File: src/rtl/simd_adder_pkg.sv
// rtl/simd_adder_pkg.sv - shared types and constants for the SIMD adder pipeline
package simd_adder_pkg;

  typedef enum logic [1:0] {
    ADD     = 2'b00,
    ADD_SAT = 2'b01,
    SUB     = 2'b10,
    SUB_SAT = 2'b11
  } mode_e;

  localparam int COUNT_W = 16;

  function automatic logic mode_is_sub(input mode_e m);
    return (m == SUB) || (m == SUB_SAT);
  endfunction

  function automatic logic mode_is_sat(input mode_e m);
    return (m == ADD_SAT) || (m == SUB_SAT);
  endfunction

endpackage

File: src/rtl/simd_adder_lane.sv
// rtl/simd_adder_lane.sv - combinational single-lane add/sub with overflow and saturation
//
// Ports:
//   a, b  : WIDTH-bit operands
//   mode  : ADD / ADD_SAT / SUB / SUB_SAT
//   c     : WIDTH-bit result (wrapped or saturated)
//   ovf   : overflow of the exact result (carry/borrow unsigned, range overflow signed)
module simd_adder_lane
  import simd_adder_pkg::*;
#(
  parameter int WIDTH  = 8,
  parameter int SIGNED = 0
) (
  input  logic [WIDTH-1:0] a,
  input  logic [WIDTH-1:0] b,
  input  mode_e            mode,
  output logic [WIDTH-1:0] c,
  output logic             ovf
);

  logic [WIDTH:0]   ax;
  logic [WIDTH:0]   bx;
  logic [WIDTH:0]   r;
  logic [WIDTH-1:0] sat_val;

  always_comb begin
    // One extra bit holds the exact result: zero-extend for unsigned, sign-extend for signed.
    ax = (SIGNED != 0) ? {a[WIDTH-1], a} : {1'b0, a};
    bx = (SIGNED != 0) ? {b[WIDTH-1], b} : {1'b0, b};
    r  = mode_is_sub(mode) ? (ax - bx) : (ax + bx);

    if (SIGNED != 0) begin
      // Exact result no longer fits when the two top bits disagree.
      ovf     = r[WIDTH] ^ r[WIDTH-1];
      // r[WIDTH] is the true sign of the exact result: negative clips to min, else max.
      sat_val = r[WIDTH] ? {1'b1, {(WIDTH-1){1'b0}}} : {1'b0, {(WIDTH-1){1'b1}}};
    end else begin
      // Top bit is carry for add and borrow for subtract.
      ovf     = r[WIDTH];
      sat_val = mode_is_sub(mode) ? {WIDTH{1'b0}} : {WIDTH{1'b1}};
    end

    c = (mode_is_sat(mode) && ovf) ? sat_val : r[WIDTH-1:0];
  end

endmodule

File: src/rtl/simd_adder_pipe.sv
// rtl/simd_adder_pipe.sv - multi-lane add/sub with a stall-able valid/ready pipeline
//
// Ports:
//   clk, reset           : rising-edge clock, synchronous active-high reset
//   in_valid / in_ready  : input handshake; mode, a, b sampled at acceptance
//   mode                 : per-transaction operation (see mode_e)
//   a, b                 : LANES packed WIDTH-bit operands, lane i at [i*WIDTH +: WIDTH]
//   out_valid / out_ready: output handshake
//   c, ovf               : per-lane result and overflow from the last stage
//   done_count           : wrapping count of completed output transfers
module simd_adder_pipe
  import simd_adder_pkg::*;
#(
  parameter int WIDTH  = 8,
  parameter int LANES  = 4,
  parameter int STAGES = 2,
  parameter int SIGNED = 0
) (
  input  logic                     clk,
  input  logic                     reset,
  input  logic                     in_valid,
  output logic                     in_ready,
  input  logic [1:0]               mode,
  input  logic [LANES*WIDTH-1:0]   a,
  input  logic [LANES*WIDTH-1:0]   b,
  output logic                     out_valid,
  input  logic                     out_ready,
  output logic [LANES*WIDTH-1:0]   c,
  output logic [LANES-1:0]         ovf,
  output logic [COUNT_W-1:0]       done_count
);

  typedef struct packed {
    logic [LANES*WIDTH-1:0] c;
    logic [LANES-1:0]       ovf;
  } stage_t;

  logic [LANES*WIDTH-1:0] c_comb;
  logic [LANES-1:0]       ovf_comb;
  mode_e                  mode_in;

  logic [STAGES:1]        valid;
  stage_t                 pay [1:STAGES];
  logic [STAGES:1]        load;
  logic                   ready_chain;

  assign mode_in = mode_e'(mode);

  for (genvar i = 0; i < LANES; i++) begin : g_lane
    simd_adder_lane #(
      .WIDTH  (WIDTH),
      .SIGNED (SIGNED)
    ) u_lane (
      .a    (a[i*WIDTH +: WIDTH]),
      .b    (b[i*WIDTH +: WIDTH]),
      .mode (mode_in),
      .c    (c_comb[i*WIDTH +: WIDTH]),
      .ovf  (ovf_comb[i])
    );
  end

  // Ready ripples backwards from the output: a stage may load when it is empty
  // or when everything downstream of it can move this cycle. This is what lets
  // bubbles compact while out_ready is low and keeps full throughput when high.
  always_comb begin
    load        = '0;
    ready_chain = out_ready;
    for (int k = STAGES; k >= 1; k--) begin
      load[k]     = !valid[k] || ready_chain;
      ready_chain = load[k];
    end
  end

  assign in_ready  = !reset && load[1];
  assign out_valid = valid[STAGES];
  assign c         = pay[STAGES].c;
  assign ovf       = pay[STAGES].ovf;

  always_ff @(posedge clk) begin
    if (reset) begin
      valid      <= '0;
      done_count <= '0;
      for (int k = 1; k <= STAGES; k++) begin
        pay[k] <= '0;
      end
    end else begin
      if (load[1]) begin
        valid[1] <= in_valid;
        if (in_valid) begin
          pay[1] <= '{c: c_comb, ovf: ovf_comb};
        end
      end
      for (int k = 2; k <= STAGES; k++) begin
        if (load[k]) begin
          valid[k] <= valid[k-1];
          // Only copy real data so the output registers stay put across bubbles.
          if (valid[k-1]) begin
            pay[k] <= pay[k-1];
          end
        end
      end
      if (out_valid && out_ready) begin
        done_count <= done_count + 1'b1;
      end
    end
  end

endmodule

File: config.mk
export PLATFORM = sky130hd
export DESIGN_NAME = simd_adder_pipe
export DESIGN_NICKNAME = d
export VERILOG_FILES = /design/src/rtl/simd_adder_pkg.sv /design/src/rtl/simd_adder_lane.sv /design/src/rtl/simd_adder_pipe.sv
export SDC_FILE = /design/constraint.sdc
export NUM_CORES = 1
export LEC_CHECK = 0
export BUFFER_PORTS_ARGS = -buffer_cell sky130_fd_sc_hd__buf_2
export CAP_MARGIN = 20
export CORE_UTILIZATION = 60
export CTS_CLUSTER_SIZE = 28
export DETAILED_ROUTE_END_ITERATION = 8
export GPL_TIMING_DRIVEN = 0
export PLACE_DENSITY = 0.91
export SYNTH_ARGS = -nofsm -noshare
export SYNTH_HDL_FRONTEND = slang
export SYNTH_SLANG_ARGS = --single-unit
File: constraint.sdc
create_clock -name clk -period 6.2 [get_ports clk]
set_input_delay 1.24 -clock clk [delete_from_list [all_inputs] [get_ports clk]]
set_output_delay 1.24 -clock clk [all_outputs]
set_load 0.01 [all_outputs]
==> results of run 1 <==
==> registers in the layout, summed over array words and instances (netlist names) <==
signal / flops
done_count: 16
pay: 72
valid: 2
==> critical path: cells and delay by family <==
kind,cells,cell delay [ns]
buffers and inverters,4,1.28
AOI/OAI and AO/OA,3,0.73
and+or+nand+nor,3,0.56
adders and majority gates,1,0.37
xor gates and xnor gates,2,0.36
==> path summary, 6_finish.rpt <==
| kind | endpoint | slack, ns | cells after the start |
|---|---|---|---|
| worst max-delay path | pay[1][6] | 1.81 | 13 |
| worst min-delay path | done_count[1] | 0.51 | 2 |
| worst max register to register | pay[1][5] | 4.14 | 5 |
| worst min register to register | done_count[1] | 0.51 | 2 |
==> layout make-up <==
| type | count | area share, % |
|---|---|---|
| well taps | 129 | 2.39 |
| clock buffers | 10 | 1.89 |
| clock inverters | 6 | 0.723 |
| repair buffers | 124 | 9.53 |
| multi-input cells | 424 | 45.1 |
| flip-flops and latches | 90 | 37.4 |
| inverters | 27 | 1.50 |
| plain buffers | 16 | 1.45 |
==> logic make-up after synthesis <==
logic type      after synthesis
compound gates              131
fa+ha+maj                    41
mux                           4
xor+xnor                     65
buf+inv                      43
simple gates                183
flops                        90
==> power by group through the flow <==
stage	Sequential (W)	Combinational, W	Clock (W)
3_3_place_gp	0.000728	0.000406	0
2_1_floorplan	0.000736	0.000299	0
6_report	0.000715	0.000435	0.000355
5_1_grt	0.000720	0.000476	0.000377
4_1_cts	0.000716	0.000430	0.000359
3_5_place_dp	0.000730	0.000428	0
==> routing by layer <==
layer	GRT usage (%)	part of all wire (%)	wire, microns	up-vias
li1	-	-	-	2250
met1	29.5	43	5110	2069
met2	42.7	49	5790	186
met3	3.90	6.4	762	31
met4	9.36	2.1	249	0
met5	0	0	0	-
==> layout by cell type, fill, tap and decap left out, types with 3 or more instances in the layout <==
| cell type | count |
|---|---|
| a21o_1 | 17 |
| a21oi_1 | 29 |
| a21oi_2 | 13 |
| a21oi_4 | 5 |
| a221oi_1 | 8 |
| a31o_1 | 3 |
| a31oi_1 | 4 |
| and2_1 | 37 |
| buf_2 | 123 |
| clkbuf_1 | 10 |
| clkbuf_8 | 10 |
| clkinvlp_4 | 3 |
| dfxtp_1 | 18 |
| edfxtp_1 | 72 |
| fa_1 | 4 |
| ha_1 | 37 |
| inv_1 | 26 |
| inv_6 | 3 |
| mux2_2 | 4 |
| nand2_1 | 19 |
| nand2b_1 | 17 |
| nand3_1 | 6 |
| nand4_1 | 4 |
| nor2_1 | 62 |
| nor2b_1 | 5 |
| nor3_1 | 6 |
| nor4_1 | 6 |
| o211ai_1 | 3 |
| o21ai_0 | 34 |
| o21ai_1 | 9 |
| o31ai_1 | 4 |
| or3_1 | 5 |
| or3_4 | 4 |
| or4_1 | 3 |
| xnor2_1 | 34 |
| xnor2_2 | 3 |
| xor2_1 | 27 |
==> per-stage QoR <==
| step | cells | util [%] | setup WS [ns] |
|---|---|---|---|
| after floorplan | 557 | - | 2.39 |
| after global placement | 809 | 70.5 | 1.64 |
| after detailed placement | 810 | 70.8 | 1.50 |
| after CTS | 826 | 72.7 | 1.85 |
| after global routing | 826 | 72.7 | 1.57 |
| final | 826 | 72.7 | 1.81 |
==> summary.md, run 1 <==
| Metric | Value |
|---|---|
| TritonCTS clock tree | built |
| CP Max Fanout | 10 |
| Top FF cell, synth | edfxtp_1 |
| Synth Area in Simple Gates | between 10% and 20% |
| RSZ-0062 raised after global routing | no |
| Post-synth net total | 668 |
| Initial antenna violation count | 0 |
| Hold WC Path Type | reg2reg |
| Die Span X | between 100 and 150 microns |
| Port bufs | around 120 |
| GPL Wtd Cong | 0.897 |
| Root Driver | clkbuf_8 |
| Final Max Slew Viols | 0 |
| Syn. warnings | 0 |
| Fill cells | 688 |
| # rows | 35 |
| Total Routing Usage GR | 24.1% |
| Rel. slew slack | 45.2% |
| Pin count of the biggest net entering global routing | 37 |
| Core area | ~9300 sq um |
| R2r startpoint | valid[2] |
| DP HPWL | 9620 microns |
| Worst path cell trace | buf_2 -> buf_6 -> clkbuf_1 -> clkbuf_1 -> nor2_1 -> xnor2_1 -> ha_1 -> nor2_1 -> a21oi_1 -> a21oi_4 -> xnor2_4 -> or3_4 -> a21oi_1 |
| Clock share of power | 23.6% |
| Synth Area in Compound Gates | 15.2% |
| Number of synthesized register bits | 90 |
| Critical Path Start | mode[1] |
| First-pass GRT wire length | 18800 microns |
| Hold buffers post-CTS | 0 |
| Die area | 10000 sq um |
| Total CTS buffers | 9 |
| Critical path arrival | 4.55 ns |
| Post-synth top area share | 37.5% |
| Share of power burned in registers | a little under half |
| Cell Pwr Density | 223 nW/um^2 |
| Main combinational cell family by area after synthesis | simple AND/OR/NAND/NOR gates |
| P&R area growth vs syn | 17.1% |
| Post-synthesis xor/xnor area fraction | roughly a tenth |
| Sequential area share after synthesis | 43.8% |
| Hold_ws | 0.515 ns |
| Setup violators final | 0 |
| HP Start | done_count[1] |
| Cell taking the most area after synthesis | edfxtp_1 |
| Initial cell density of the core | 62.1% |
| Post-synthesis cell count | 557 |
| Switching power | about 0.00047 W |
| Comb power frac | 28.9% |
| H-tree Lvls | 3 |
| Wirelength per Cell | 14.4 microns |
| CP required | 6.36 ns |
| Mux share of post-synthesis cell area | 0.781% |
| Max Freq | 228 MHz |
| Drt via density | 5.49 |
| Post-placement cell area | roughly 6600 sq um |
| Fin Setup TNS | 0 ns |
| Area of the multi-input gates | approximately 3000 sq um |
| Worst vdd ir | ~0.11 mV |
| Sw frac | a little under a third |
| Pleak | 2.93 nW |
| Critical path class | in2reg |
| CTS sink count | 90 |
| Vias in the first global route | ~4200 |
| Clock Latency Late Sink | 0.35 ns |
| Synth Area in Adders | 9.42% |
| Crit-path slowest cell | clkbuf_1 |
| Io pins | 124 |
| Crit share post-route | 70.8% |
| Status | finished clean |
| CP Capture Type | flip-flop |
| Setup bufs post-CTS | 0 |
| Via count | 4536 |
| Final Total Pwr | 0.00151 W |
| 1st-iter DRT viols | ~290 |
| CP Launch Type | input port |
| DRC | 0 |
| Int Pwr | 0.00104 W |
| Layout cell share with drive strength beyond 1 | 25.8% |
| Final worst clock skew | 0.00765 ns |
| DR pass1 iterations | 5 |
| Final WL | 11900 microns |
| Post-layout instance area | 6750 sq um |
| Antenna Nets Post-Route | 0 |
| Minimum clock period | between 4 and 5 ns |
| NumNets Final | 803 |
| Async SR Flop Fraction | 0% |
| Post-synth EDFFs | between 70 and 80 |
| Post-synth top cells | edfxtp_1, nor2_1, and2_1, ha_1 |
| Synth top area cells | edfxtp_1, ha_1, dfxtp_1, xnor2_1, xor2_1 |
| CTS clock-pin slew for the worst setup and hold paths | 0.08 ns |
| Final hold viol count | 0 |
| Post-synthesis cell area | 5760 sq um |
| Max clock buf depth | 2 |
| Chip height | 100 microns |
| Max cap viols | 0 |
| Most common cell in the netlist | edfxtp_1 |
| Mean Syn Cell Area | 10.3 sq um |
| N_diodes | 0 |
| Total grt overflow | 0 |
| Post-synth cell types | 48 |
| Crit-path max cell delay | 0.48 ns |
| Register Area | 2520 sq um |
| Post-CTS sizing | 0 |
| Worst-margin pin slew | 0.822 ns |
Power figures use the tool's default switching activity.
==> run 2: changes to the inputs <==
--- a/config.mk
+++ b/config.mk
@@ -7,11 +7,11 @@
 export LEC_CHECK = 0
 export BUFFER_PORTS_ARGS = -buffer_cell sky130_fd_sc_hd__buf_2
 export CAP_MARGIN = 20
-export CORE_UTILIZATION = 60
+export CORE_UTILIZATION = 50
 export CTS_CLUSTER_SIZE = 28
 export DETAILED_ROUTE_END_ITERATION = 8
 export GPL_TIMING_DRIVEN = 0
-export PLACE_DENSITY = 0.91
+export PLACE_DENSITY = 0.81
 export SYNTH_ARGS = -nofsm -noshare
 export SYNTH_HDL_FRONTEND = slang
 export SYNTH_SLANG_ARGS = --single-unit
==> constraint.sdc (replaced) <==
create_clock -name clk -period 3.9 [get_ports clk]
set_input_delay 0.78 -clock clk [delete_from_list [all_inputs] [get_ports clk]]
set_output_delay 0.78 -clock clk [all_outputs]
set_load 0.01 [all_outputs]
==> run 2 against run 1 <==
First-iteration DRC count down 15%. Final cell count rose by 1.2%. Utilization is 10 points lower. Combinational power grew 57%. Design area up 1.9%. Register-to-register slack lost 2.2 ns. Sequential power grew 59%. Critical path type unchanged. Critical endpoint is now pay[1][10]. Largest power group unchanged. Highest routed layer unchanged.
==> summary.md, run 2 (same netlist as run 1, synthesis figures left out) <==
| Metric | Value |
|---|---|
| Status | finished clean |
| Crit share post-route | 93.4% |
| Post-placement cell area | 6560 sq um |
| Hold buffers post-CTS | 0 |
| Clock share of power | 32.6% |
| Top Registers | pay x72, done_count x16, valid x2 |
| Critical path class | in2reg |
| Int Pwr | ~0.0020 W |
| Vias in the first global route | 4217 |
| Critical path arrival | 3.82 ns |
| Final hold viol count | 0 |
| Via count | approximately 4500 |
| Commonest non-fill, non-tap cells in the layout | buf_2, edfxtp_1, nor2_1 |
| Antenna Nets Post-Route | 0 |
| Share of power burned in registers | 42.2% |
| CP required | 4.07 ns |
| Post-layout instance area | 6870 sq um |
| Layout Cells excl Fill | between 800 and 900 |
| CP Max Fanout | 10 |
| Setup violators final | 0 |
| 1st-iter DRT viols | 246 |
| CTS sink count | 90 |
| Worst vdd ir | 0.278 mV |
| Initial cell density of the core | 52.3% |
| CP Capture Type | flip-flop |
| CP Launch Type | input port |
| Pin count of the biggest net entering global routing | 37 |
| Comb power frac | 25.2% |
| NumNets Final | between 800 and 900 |
| Chip height | 109 microns |
| Pleak | roughly 3 nW |
| Die area | 12000 sq um |
| Hold WC Path Type | reg2reg |
| RSZ-0062 raised after global routing | no |
| # rows | 38 |
| P&R area growth vs syn | 19.2% |
| Port bufs | about 120 |
| DP HPWL | 9690 microns |
| Max clock buf depth | 2 |
| Total grt overflow | 0 |
| Max cap viols | 0 |
| Final Max Slew Viols | 0 |
| Final worst setup slack | 0.256 ns |
| Final Total Pwr | 0.00270 W |
| Core area | 11000 sq um |
| Total Routing Usage GR | about a fifth |
| Sw frac | 27.1% |
| Total CTS buffers | 9 |
| H-tree Lvls | 3 |
| Worst-margin pin slew | 0.836 ns |
| First-pass GRT wire length | 19300 microns |
| N_diodes | 0 |
| Wirelength per Cell | 14.1 microns |
| Io pins | 124 |
| CTS clock-pin slew for the worst setup and hold paths | 0.06 ns |
| Switching power | 0.000731 W |
| Clock Latency Late Sink | 0.33 ns |
| Layout cell share with drive strength beyond 1 | 25.9% |
| Rel. slew slack | between 40% and 50% |
| Largest Register | pay |
| Root Driver | clkbuf_16 |
| Initial antenna violation count | 0 |
| Die Span X | 109 microns |
| Final worst clock skew | 0.00554 ns |
| Max reg flops | a little over 70 |
| DRC | 0 |
| Max Freq | 274 MHz |
| Cell Pwr Density | 393 nW/um^2 |
| Drt via density | 5.33 |
| GPL Wtd Cong | 0.821 |
| Place WS | -0.274 ns |
| DR pass1 iterations | 5 |
| Minimum clock period | between 3 and 4 ns |
| TritonCTS clock tree | built |
| Fill cells | between 900 and 1000 |
| Cells after DPL | 820 |
| Commonest non-fill, non-tap cell in the layout | buf_2 |
| Final WL | roughly 12000 microns |
## run 2: changes by cell type in the layout (fill, tap and decap cells not counted), moves of 2 or more
cell and delta:
clkinvlp_4 -3, inv_6 -3, clkbuf_16 +9, clkbuf_8 -9
clkinv_2 +2, bufinv_16 +2
## run 2: final timing paths
path              cells after the start     startpoint  slack, ns             to
hold / removal                        2  done_count[1]       0.50  done_count[1]
setup reg to reg                      5       valid[2]       1.92      pay[1][4]
setup / recovery                     13        mode[1]       0.26     pay[1][10]
hold reg to reg                       2  done_count[1]       0.50  done_count[1]
## run 2: worst max-delay path, stage by stage
cell and delay [ns]:
buf_2 0.22, buf_6 0.17, clkbuf_2 0.27, clkbuf_1 0.41, nor2_1 0.13, xnor2_1 0.15, ha_1 0.35, nor2_1 0.07
a21oi_1 0.36, a21oi_4 0.15, xnor2_4 0.21, or3_4 0.37, a21oi_1 0.16
## run 2: routing by layer
layer / global-route usage, % / part of all wire, % / vias to the layer above
li1: - / - / 2243
met4: 8.38 / 2.0 / 0
met5: 0 / 0 / -
met3: 4.03 / 5.8 / 23
met1: 26.9 / 46 / 2034
met2: 34.9 / 46 / 155
## run 2: metrics by stage
stage | hold WS, ns | utilization [%] | TNS (ns)
global route | 0.516 | 62.3 | 0
CTS | 0.499 | 62.3 | 0
detailed placement | 0.491 | 59.5 | -4.52
global placement | 0.480 | 59.4 | -2.38
floorplan | 0.497 | - | 0
finish | 0.498 | 62.3 | 0
## run 2: layout make-up
cell class	instances	area, sq um	area share [%]
timing repair buffer	123	616	8.96
multi-input combinational	424	3050	44.3
buffer	16	98.8	1.44
tap	140	175	2.55
clock buffer	11	233	3.39
sequential	90	2520	36.7
inverter	27	101	1.47
clock inverter	5	78.8	1.15
## run 2: what timing repair did
item	4_1_cts	5_1_grt
endpoints found under the setup margin	0	13
setup buffers	0	0
resized for setup	0	2
## run 2: power groups by stage
stage	Clock (W)	Sequential [W]	Combinational, W
after global routing	0.000933	0.00115	0.000761
after CTS	0.000898	0.00114	0.000680
after global placement	0	0.00116	0.000649
after floorplan	0	0.00117	0.000476
after detailed placement	0	0.00116	0.000677
final	0.000880	0.00114	0.000681
